`config.mk`:
```
export PLATFORM = sky130hd
export DESIGN_NAME = ex_operand_stage
export DESIGN_NICKNAME = d
export VERILOG_FILES = /design/src/rtl/ex_operand_stage.sv
export SDC_FILE = /design/constraint.sdc
export NUM_CORES = 1
export LEC_CHECK = 0
export ABC_AREA = 0
export CORE_MARGIN = 2
export CORE_UTILIZATION = 37
export CTS_CLUSTER_DIAMETER = 30
export DETAILED_ROUTE_END_ITERATION = 12
export PLACE_DENSITY = 0.77
export SYNTH_ARGS = -nofsm -noshare
export SYNTH_HDL_FRONTEND = slang
export SYNTH_SLANG_ARGS = --single-unit
```
`constraint.sdc`:
```
create_clock -name clk -period 2.92 [get_ports clk]
set_input_delay 0.584 -clock clk [delete_from_list [all_inputs] [get_ports clk]]
set_output_delay 0.584 -clock clk [all_outputs]
set_load 0.02 [all_outputs]
```
`src/rtl/ex_operand_stage.sv`:
```
// ID/EX operand stage: holds one decoded instruction and resolves RAW hazards ahead of the ALU.
// Define ALU_FWD_EN for EX/MEM and MEM/WB forwarding; without it every RAW hazard stalls.
module ex_operand_stage #(
    parameter int XLEN = 32
) (
    input  logic            clk,
    input  logic            rst_n,
    input  logic            flush,
    input  logic            in_valid,
    output logic            in_ready,
    input  logic [XLEN-1:0] in_pc,
    input  logic [4:0]      in_rs1,
    input  logic [4:0]      in_rs2,
    input  logic [4:0]      in_rd,
    input  logic [XLEN-1:0] in_rs1_data,
    input  logic [XLEN-1:0] in_rs2_data,
    input  logic [XLEN-1:0] in_imm,
    input  logic            in_use_rs1,
    input  logic            in_use_rs2,
    input  logic            in_a_sel,
    input  logic            in_b_sel,
    input  logic [3:0]      in_alu_control,
    input  logic            in_sgn,
    input  logic            in_is_load,
    input  logic            in_reg_write,
    input  logic            exm_valid,
    input  logic            exm_reg_write,
    input  logic            exm_is_load,
    input  logic [4:0]      exm_rd,
    input  logic [XLEN-1:0] exm_result,
    input  logic            mwb_valid,
    input  logic            mwb_reg_write,
    input  logic [4:0]      mwb_rd,
    input  logic [XLEN-1:0] mwb_result,
    output logic            out_valid,
    input  logic            out_ready,
    output logic [XLEN-1:0] out_a,
    output logic [XLEN-1:0] out_b,
    output logic [3:0]      out_alu_control,
    output logic            out_sgn,
    output logic [XLEN-1:0] out_store_data,
    output logic [XLEN-1:0] out_pc,
    output logic [4:0]      out_rd,
    output logic            out_reg_write,
    output logic            out_is_load
);
    logic            r_valid;
    logic [XLEN-1:0] r_pc;
    logic [4:0]      r_rs1;
    logic [4:0]      r_rs2;
    logic [4:0]      r_rd;
    logic [XLEN-1:0] r_rs1_data;
    logic [XLEN-1:0] r_rs2_data;
    logic [XLEN-1:0] r_imm;
    logic            r_use_rs1;
    logic            r_use_rs2;
    logic            r_a_sel;
    logic            r_b_sel;
    logic [3:0]      r_alu_control;
    logic            r_sgn;
    logic            r_is_load;
    logic            r_reg_write;

    logic            w_consume;
    logic            w_accept;
    logic            w_hazard;
    logic            w_mwb_wr;
    logic            w_mwb_rs1;
    logic            w_mwb_rs2;
    logic [XLEN-1:0] w_cap_rs1;
    logic [XLEN-1:0] w_cap_rs2;
    logic [XLEN-1:0] w_rs1_fwd;
    logic [XLEN-1:0] w_rs2_fwd;

    // A MEM/WB write to x0 is never visible, so rd != 0 gates every match.
    assign w_mwb_wr  = mwb_valid && mwb_reg_write && (mwb_rd != 5'd0);
    assign w_mwb_rs1 = w_mwb_wr && (mwb_rd == r_rs1);
    assign w_mwb_rs2 = w_mwb_wr && (mwb_rd == r_rs2);
    assign w_cap_rs1 = (w_mwb_wr && (mwb_rd == in_rs1)) ? mwb_result : in_rs1_data;
    assign w_cap_rs2 = (w_mwb_wr && (mwb_rd == in_rs2)) ? mwb_result : in_rs2_data;

`ifdef ALU_FWD_EN
    logic w_exm_fwd;
    logic w_exm_load;

    // A load in EX/MEM has no data yet: it cannot forward and stalls its consumers.
    assign w_exm_fwd  = exm_valid && exm_reg_write && !exm_is_load && (exm_rd != 5'd0);
    assign w_exm_load = exm_valid && exm_reg_write && exm_is_load && (exm_rd != 5'd0);
    assign w_hazard   = w_exm_load && ((r_use_rs1 && (exm_rd == r_rs1)) ||
                                       (r_use_rs2 && (exm_rd == r_rs2)));

    // NOTE: every always_comb output gets a default first so no latch is inferred.
    always_comb begin
        w_rs1_fwd = r_rs1_data;
        w_rs2_fwd = r_rs2_data;
        if (w_exm_fwd && (exm_rd == r_rs1)) w_rs1_fwd = exm_result;
        else if (w_mwb_rs1)                 w_rs1_fwd = mwb_result;
        if (w_exm_fwd && (exm_rd == r_rs2)) w_rs2_fwd = exm_result;
        else if (w_mwb_rs2)                 w_rs2_fwd = mwb_result;
    end
`else
    logic w_exm_wr;
    logic w_unused_exm;

    assign w_exm_wr     = exm_valid && exm_reg_write && (exm_rd != 5'd0);
    assign w_unused_exm = ^{exm_is_load, exm_result};
    assign w_hazard     = (r_use_rs1 && ((w_exm_wr && (exm_rd == r_rs1)) || w_mwb_rs1)) ||
                          (r_use_rs2 && ((w_exm_wr && (exm_rd == r_rs2)) || w_mwb_rs2));
    assign w_rs1_fwd    = r_rs1_data;
    assign w_rs2_fwd    = r_rs2_data;
`endif

    assign out_valid = r_valid && !w_hazard;
    assign w_consume = out_valid && out_ready;
    assign in_ready  = !flush && (!r_valid || w_consume);
    assign w_accept  = in_valid && in_ready;

    assign out_a           = r_a_sel ? r_pc : w_rs1_fwd;
    assign out_b           = r_b_sel ? r_imm : w_rs2_fwd;
    assign out_store_data  = w_rs2_fwd;
    assign out_alu_control = r_alu_control;
    assign out_sgn         = r_sgn;
    assign out_pc          = r_pc;
    assign out_rd          = r_rd;
    assign out_reg_write   = r_reg_write;
    assign out_is_load     = r_is_load;

    // NOTE: sequential state uses non-blocking assignments only; reset clears the payload too,
    // so outputs read 0 after reset rather than stale operands.
    always_ff @(posedge clk) begin
        if (!rst_n) begin
            r_valid       <= 1'b0;
            r_pc          <= '0;
            r_rs1         <= '0;
            r_rs2         <= '0;
            r_rd          <= '0;
            r_rs1_data    <= '0;
            r_rs2_data    <= '0;
            r_imm         <= '0;
            r_use_rs1     <= 1'b0;
            r_use_rs2     <= 1'b0;
            r_a_sel       <= 1'b0;
            r_b_sel       <= 1'b0;
            r_alu_control <= '0;
            r_sgn         <= 1'b0;
            r_is_load     <= 1'b0;
            r_reg_write   <= 1'b0;
        end else if (flush) begin
            r_valid <= 1'b0;
        end else if (w_accept) begin
            r_valid       <= 1'b1;
            r_pc          <= in_pc;
            r_rs1         <= in_rs1;
            r_rs2         <= in_rs2;
            r_rd          <= in_rd;
            r_rs1_data    <= w_cap_rs1;
            r_rs2_data    <= w_cap_rs2;
            r_imm         <= in_imm;
            r_use_rs1     <= in_use_rs1;
            r_use_rs2     <= in_use_rs2;
            r_a_sel       <= in_a_sel;
            r_b_sel       <= in_b_sel;
            r_alu_control <= in_alu_control;
            r_sgn         <= in_sgn;
            r_is_load     <= in_is_load;
            r_reg_write   <= in_reg_write;
        end else if (w_consume) begin
            r_valid <= 1'b0;
        end else if (r_valid) begin
            // Held entry: keep stored operands current with writebacks it would otherwise miss.
            if (w_mwb_rs1) r_rs1_data <= mwb_result;
            if (w_mwb_rs2) r_rs2_data <= mwb_result;
        end
    end
endmodule

```
==> results of run 1 <==
==> critical path, stage by stage <==
cell and delay (ns):
dlygate4sd2_1 0.24, or4_4 0.51, o21bai_4 0.18, nand3b_1 0.22, a21oi_4 0.09, buf_4 0.16, or4_4 0.54, buf_12 0.19
o21ai_0 0.31, a31oi_1 0.14
==> cell usage in the layout, fill, tap and decap left out, types with 5 or more instances in the layout <==
master / count
a21boi_0: 30
o21ai_1: 22
a21boi_1: 60
o21ai_0: 41
clkdlybuf4s50_1: 333
buf_12: 18
nand3_1: 68
dfxtp_1: 154
nand2_1: 186
buf_4: 57
clkbuf_16: 17
mux2_2: 64
xor2_1: 15
a31oi_1: 64
xnor2_1: 13
inv_6: 5
o31ai_1: 64
==> kinds of logic after synthesis <==
logic type	synth area share [%]
AND/OR/NAND/NOR	15.5
flip-flops	39.8
XOR/XNOR	3.37
multiplexers	9.24
buffers and inverters	6.48
AO/OA/AOI/OAI	25.7
==> what timing repair did <==
| action | in CTS | in global routing |
|---|---|---|
| hold buffers | 0 | 0 |
| setup buffers | 1 | 3 |
| pin swaps | 8 | 5 |
| endpoints found under the setup margin | 156 | 110 |
| gates resized for setup | 41 | 19 |
==> layout make-up <==
cell class / count / area (sq um)
fill: 1862 / 8310
multi-input combinational: 667 / 4330
timing repair buffer: 420 / 4230
sequential: 155 / 3100
clock buffer: 19 / 443
tap: 275 / 344
clock inverter: 13 / 108
inverter: 2 / 7.51
antenna: 1 / 2.50
==> registers in the layout (all words and copies together) (netlist names), 4 cells and up <==
signal and flops:
out_rd 5, r_rs2 5, r_rs1_data 32, out_store_data 32, r_imm 32, out_pc 32, r_rs1 5, out_alu_control 4
==> routing by layer <==
layer  wire length [microns]  track usage [%]  vias up
li1                        -                -     3995
met1                   12300             32.2     3970
met2                   14800             45.1      333
met3                    2270             6.82       48
met4                     686             7.62        2
met5                      16                0        -
==> power groups by stage <==
stage	clock (mW)	sequential [mW]	combinational [mW]
2_1_floorplan	0	2.41	0.564
3_3_place_gp	0	2.37	1.33
3_5_place_dp	0	2.37	1.34
4_1_cts	2.16	2.33	1.35
5_1_grt	2.27	2.34	1.44
6_report	2.12	2.33	1.35
==> through the flow <==
stage               total power [mW]  area [sq um]  std cells  setup TNS [ns]  worst slack [ns]
global route                    6.05         12600       1551         -0.0144           -0.0144
detailed placement              3.71         12000       1515          -90.73            -0.751
finish                          5.80         12600       1552               0            0.0328
CTS                             5.84         12500       1548               0           0.00237
global placement                3.70         12000       1515          -83.50            -0.765
floorplan                       2.98          7850        918         -0.0496          -0.00160
==> how the worst max path moves through the flow <==
stage | slack [ns] | depth (start not counted) | end
CTS | 0.002 | 8 | out_valid
global route | -0.01 | 8 | out_valid
detailed placement | -0.75 | 8 | out_valid
global placement | -0.77 | 7 | in_ready
floorplan | -0.002 | 11 | r_imm[0]
finish | 0.03 | 10 | r_rs1_data[4]
==> impl_metrics.toml, run 1 <==
[yosys]
async_flop_share_pct = 0
yosysWarnings = 0
synthTopCellsByCount = "nand2_1, dfxtp_1, nand3_1"
synthFlopType = "dfxtp_1"
yosysTopAreaCellShare_pct = 39.8
synth_cells = 918
yosysTopAreaCell = "dfxtp_1"
ys_seq_elements = 155
ys_types = 38
yosysMostFrequentCell = "nand2_1"
avgSynthCellArea_sq_um = 8.50
synth_edf_count = 0
syn_nets = 1156
syn_area_sq_um = 7800
yosysSeqAreaShare_pct = 39.8
synth_area_leaders = "dfxtp_1, mux2_2, nand2_1"

[sta]
whs_ns = 0.452
rsz0062_at_grt = "true"
relSlewSlack_pct = 54.1
setup_violations = 0
slew_viol_final = 0
final_hold_viol_count = 0
finalClockSkew_ns = 0.0134
tightest_slew_ns = 0.688
period_needed_ns = 2.89
finalCritPeriodShare_pct = 98.9
fmax_ghz = 0.346

[clocking]
cts_made_buffers = 17
clock_path_buffers = 2
htreeDepth = 4
cts_root_buf = "clkbuf_16"
clk_pin_slew_ns = 0.07
clock-sinks = 155
worstSkewPairLatency_ns = 0.42
cts_tree = "yes"

[pwr]
p_leak_nw = 4.73
p_comb_share_pct = 23.3
clkPwrFrac_pct = 36.5
power.density_nw_per_um2 = 461
ir_drop_mv = 0.344
intPower_mw = 4.11
p_sw_mw = 1.69
power_frac_seq_pct = 40.1
switching_share_pct = 29.2

[critical_path]
arrival_ns = 3.17
reg2reg_depth = 11
regToRegEndpoint = "r_imm[23]"
worstPathMaxFanout = 23
r2r-start = "r_rs2[4]"
start_kind = "input pin"
critical_path_required_ns = 3.21
rrSetupSlack_ns = 0.33
crit_path_start = "mwb_rd[3]"
worstSetupEndpointType = "flop"
crit_type = "in -> reg"

[global_route]
grt_antenna_before_repair = 2
grt_pass1_vias = 8155
grt_remaining_overflow = 0
track_usage_pct = 26.2
grt_start_max_net_pins = 156
grt_pass1_wl_microns = 45500

[floorplanning]
rows = 53
start_util_pct = 37.3
die_y_microns = 149
die-area_sq_um = 22300
core_area_sq_um = 20900
io_pins = 380
die_w_microns = 149

[min_path]
hold_path_class = "reg -> reg"
min_to = "r_imm[13]"
hold_depth = 2
hp-start = "r_imm[13]"

[routing]
postRouteAntennaNets = 0
drt-total-wl_microns = 30100
via_count = 8348
drtIter0Drc = 538
vias_per_cell = 5.38
dr.pass1.iters = 5
drc_errors = 0
avgRoutedWirePerCell_microns = 19.4

[outcome]
status = "complete, no violations"

[placed_design]
dp_hpwl_microns = 22200
gp_congestion = 0.965
io_buffers = 346

[cells_and_area]
fin_util_pct = 60.2
nets = 1501
areaGrowthSynthToFinish_pct = 61.2
drive_gt1_share_pct = 15.5

[run]
maxCapViolCount = 0
(Power assumes the default switching activity.)
==> inputs of run 2 (changes only) <==
- CAP_MARGIN: default -> 20
==> results of run 2 <==
Final layout, timing and power as in run 1 (identical DEF).
